**config.mk**
```make
export PLATFORM = sky130hd
export DESIGN_NAME = display_scan_mux
export DESIGN_NICKNAME = d
export VERILOG_FILES = /design/src/rtl/display_scan_mux.sv
export SDC_FILE = /design/constraint.sdc
export NUM_CORES = 1
export LEC_CHECK = 0
export CORE_AREA = 2 2 41 81
export CTS_BUF_LIST = sky130_fd_sc_hd__clkbuf_8
export DETAILED_ROUTE_END_ITERATION = 16
export DIE_AREA = 0 0 43 83
export GPL_ROUTABILITY_DRIVEN = 0
export PLACE_DENSITY = 0.76
export SLEW_MARGIN = 20
export SYNTH_ARGS = -nofsm -noshare
export SYNTH_HDL_FRONTEND = slang
export SYNTH_SLANG_ARGS = --single-unit
```
**constraint.sdc**
```tcl
create_clock -name clk -period 2.55 [get_ports clk]
set_clock_uncertainty 0.1 [all_clocks]
set_input_delay 0.3825 -clock clk [delete_from_list [all_inputs] [get_ports clk]]
set_output_delay 0.3825 -clock clk [all_outputs]
set_load 0.05 [all_outputs]
```
**src/rtl/display_scan_mux.sv**
```systemverilog
// Time-multiplexed 7-segment digit scanner with a per-frame BCD snapshot.
// Optional leading-zero blanking is enabled by defining DISP_LZB_EN.
module display_scan_mux #(
   parameter int N_DIGITS    = 4,
   parameter int REFRESH_DIV = 10000
) (
   input  logic                    clk,
   input  logic                    rst,
   input  logic                    en,
   input  logic [4*N_DIGITS-1:0]   cdu,
   output logic [N_DIGITS-1:0]     a,
   output logic [3:0]              w,
   output logic                    blank
);

   localparam int CW = (REFRESH_DIV > 1) ? $clog2(REFRESH_DIV) : 1;
   localparam int IW = (N_DIGITS > 1) ? $clog2(N_DIGITS) : 1;
   localparam logic [CW-1:0] CNT_LAST = CW'(REFRESH_DIV - 1);
   localparam logic [IW-1:0] IDX_LAST = IW'(N_DIGITS - 1);

   logic [CW-1:0]         cnt_r;
   logic [IW-1:0]         idx_r;
   logic [4*N_DIGITS-1:0] frame_r;
   logic [3:0]            digit_s;
   logic                  blank_s;

   // Refresh counter, digit index and frame snapshot; cdu is only taken at a frame wrap
   always_ff @(posedge clk) begin
      if (rst) begin
         cnt_r   <= {CW{1'b0}};
         idx_r   <= {IW{1'b0}};
         frame_r <= {(4*N_DIGITS){1'b0}};
      end else if (en) begin
         if (cnt_r == CNT_LAST) begin
            cnt_r <= {CW{1'b0}};
            if (idx_r == IDX_LAST) begin
               idx_r   <= {IW{1'b0}};
               frame_r <= cdu;
            end else begin
               idx_r   <= idx_r + {{(IW-1){1'b0}}, 1'b1};
            end
         end else begin
            cnt_r <= cnt_r + {{(CW-1){1'b0}}, 1'b1};
         end
      end
   end

   assign digit_s = frame_r[{idx_r, 2'b00} +: 4];

`ifdef DISP_LZB_EN
   logic [N_DIGITS-1:0] zero_up_s;

   // zero_up_s[i] is set when frame digit i and every digit above it are zero
   always_comb begin
      logic acc_s;
      acc_s     = 1'b1;
      zero_up_s = {N_DIGITS{1'b0}};
      for (int i = N_DIGITS - 1; i >= 0; i--) begin
         acc_s        = acc_s & (frame_r[4*i +: 4] == 4'h0);
         zero_up_s[i] = acc_s;
      end
   end

   assign blank_s = (idx_r != {IW{1'b0}}) && zero_up_s[idx_r];
`else
   assign blank_s = 1'b0;
`endif

   // Display drive: everything off while disabled, blanked digits force w to zero
   always_comb begin
      a     = {N_DIGITS{1'b0}};
      w     = 4'h0;
      blank = 1'b0;
      if (en) begin
         a = N_DIGITS'(1'b1) << idx_r;
         if (blank_s) begin
            blank = 1'b1;
            w     = 4'h0;
         end else begin
            blank = 1'b0;
            w     = digit_s;
         end
      end else begin
         a     = {N_DIGITS{1'b0}};
         w     = 4'h0;
         blank = 1'b0;
      end
   end

endmodule

```
==> impl_results.md <==
* Outcome: finished, final reports clean
* Fraction of layout cells with a size suffix above 1 at 15.1%
* Initial antenna violation count at 0
* Worst setup path startpoint: idx_r[1]
* Main combinational cell family by area after synthesis: simple AND/OR/NAND/NOR gates
* Max VDD drop at 0.467 mV
* Reg clk slew, reported paths at 0.06 ns
* DR WL/cell at 15.2 µm
* PortBufs at 26
* Pwr/cell area at 544 nW/µm²
* Initial DRC count at 22
* Most instantiated cells after synthesis: dfxtp_1, nor2_1, mux2i_1
* Slew Limit Fails at 0
* CTS root buf: clkbuf_8
* Yosys reg bits at 32
* Buffers & Inverters on Critical Path at 1
* Seq/Total Area, Yosys at 41.8%
* Syn Inst Count at 154
* Initial core utilization at 52.1%
* H-tree levels at 2
* Final setup fails at 0
* Hold Path Depth at 2
* Setup ws final at 0.299 ns
* RSZ-0062 raised after global routing: no
* Cell Rows at 28
* Cell Count, Final, Fillers Out at 215
* Post-Synth XOR/XNOR Area at 7.42%
* Total power at 1100 µW
* Slowest stage delay, CP at 0.58 ns
* First-pass GRT wire length at 5720 µm
* Top cell type's share of synthesized area at 41.8%
* Cell Area, Synth at 1530 µm²
* CP Cell Sequence: mux4_2, and2_1, buf_12
* Full die area at 3570 µm²
* Postcts setup bufs at 0
* Routed vias at 1188
* Ys flop type: dfxtp_1
* Worst R2R Path Depth at 4
* Yosys Warn Count at 0
* Vias per cell at 5.53
* Drt pass-1 iters at 4
* CP max FO at 8
* # diodes at 0
* Place WS at 0.210 ns
* DP HPWL at 2570 µm
* Multi-input gate area at 830 µm²
* Post-Route WL at 3270 µm
* Filler cells at 246
* EDFF count, synth at 0
* CTS max path bufs at 2
* P_leak at 0.000736 µW
* Final period utilization at 88.3%
* Die width at 43 µm
* Post-DRT Antenna Nets at 0
* CTS resizes at 0
* Finished Cell Area at 2020 µm²
* GRT Overall Usage at 21.4%
* Core Area at 2940 µm²
* DRC at 0
* Slowest cell on crit path: dfxtp_1
* DP Area at 1890 µm²
* Final Hold Violating Endpoints at 0
* Vias in the first global route at 1307
* Critical path endpoint category: output port
* Grt ovf at 0
* Max-Cap Viols at 0
* CTS hold repair buffers at 0
* Sequential Area at 641 µm²
* Synth-to-layout area growth at 31.6%
* Final Critical Period at 2.25 ns
* Worst slew pin tran at 0.531 ns
* Post-synthesis async set-or-reset flop share at 0%
* Fmax achieved at 444 MHz
* Top post-synthesis cells by area: dfxtp_1, mux2i_1, nor2_1
* R2R Path Start: cnt_r[4]
* Simple-Gate Fraction of Synth Area at 23.6%
* Distinct cells, synth at 27
* Synthesized area per cell at 9.96 µm²
* Hold Crit Start: frame_r[12]
* Die height at 83 µm
* Crit Path Category: reg2out
* CP required at 2.07 ns
* Setup total negative slack at 0 ns
* I/O pins at 28
* Clock Latency Late Sink at 0.28 ns
* CP Launch Type: flop
* Post-synthesis adder-cell area fraction at 4.89%
* Nets@finish at 209
* Min-delay worst type: reg2reg
* Placed insts at 207
* Total CTS buffers at 5
* Mux share of post-synthesis cell area at 17.6%
* Area leader, netlist: dfxtp_1
* Syn_nets at 179
* Compound-Gate Fraction of Synth Area at 0.326%
* CP top delay family: flip-flops
* WP depth at 3
* CTS Sinks at 32
* TritonCTS clock tree: built
* Arr. time, crit path at 1.77 ns
* Largest net degree at the start of global routing at 19
* Rel. slew slack at 64.6%
-- sequential cells by signal (all words and copies together) (netlist names) --
register  cells
idx_r         2
cnt_r        14
frame_r      16
-- where the power goes --
group          internal [µW]  switching (µW)
Clock                    344             182
Sequential               503            6.79
Combinational           35.7            27.0
-- routing by layer --
| layer | wire, µm | track usage [%] |
|---|---|---|
| met2 | 1940 | 39.7 |
| met4 | 99 | 9.92 |
| met5 | 0 | 0 |
| met1 | 1110 | 20.2 |
| met3 | 118 | 6.09 |
-- cell families (layout without fill, tap and decap cells) --
logic type	after synthesis	after routing
DFF	32	32
adders and majority gates	6	6
AOI/OAI and AO/OA	1	1
muxes	22	22
buffers and inverters	11	42
xor gates and xnor gates	13	13
and+or+nand+nor	68	68
other	1	1
-- path summary, 6_finish.rpt --
| path | slack, ns | to |
|---|---|---|
| worst max-delay path | 0.30 | w[1] |
| worst min-delay path | 0.41 | frame_r[12] |
| worst max register to register | 0.30 | cnt_r[8] |
| worst min register to register | 0.41 | frame_r[12] |
-- per-stage QoR --
step                util [%]  hold slack, ns
floorplan                  -           0.355
global placement        64.3           0.370
detailed placement      64.3           0.395
CTS                     68.6           0.410
global route            68.6           0.440
finish                  68.6           0.407
-- worst register-to-register path: cells and delay by family (launching register included) --
| kind | cells | cell delay [ns] |
|---|---|---|
| and+or+nand+nor | 4 | 1.67 |
| DFF | 1 | 0.36 |
-- cell type report --
| type | count | share of cell area, % |
|---|---|---|
| multi-input cells | 111 | 41.1 |
| flip-flops and latches | 32 | 31.7 |
| repair buffers | 30 | 18.3 |
| clock buffers | 7 | 4.77 |
| well taps | 30 | 1.86 |
| clock inverters | 1 | 1.49 |
| inverters | 4 | 0.743 |
-- cell usage in the layout, fill, tap and decap left out --
cell type and n:
and3_1 1, or4b_4 2, nand2_1 4, bufinv_16 1, mux2i_1 18, mux4_2 4, nor3_1 2, nand3_1 5
clkbuf_8 7, clkdlybuf4s50_1 18, or3_1 1, nor4_1 4, a21oi_1 1, xnor2_1 8, nor4_4 1, nor2_1 32
buf_12 8, xor2_1 5, nand4_1 6, or4_4 1, inv_1 4, dfxtp_1 32, ha_1 6, and2_1 8
buf_4 4, conb_1 1, nand2b_1 1
(Power assumes the default switching activity.)
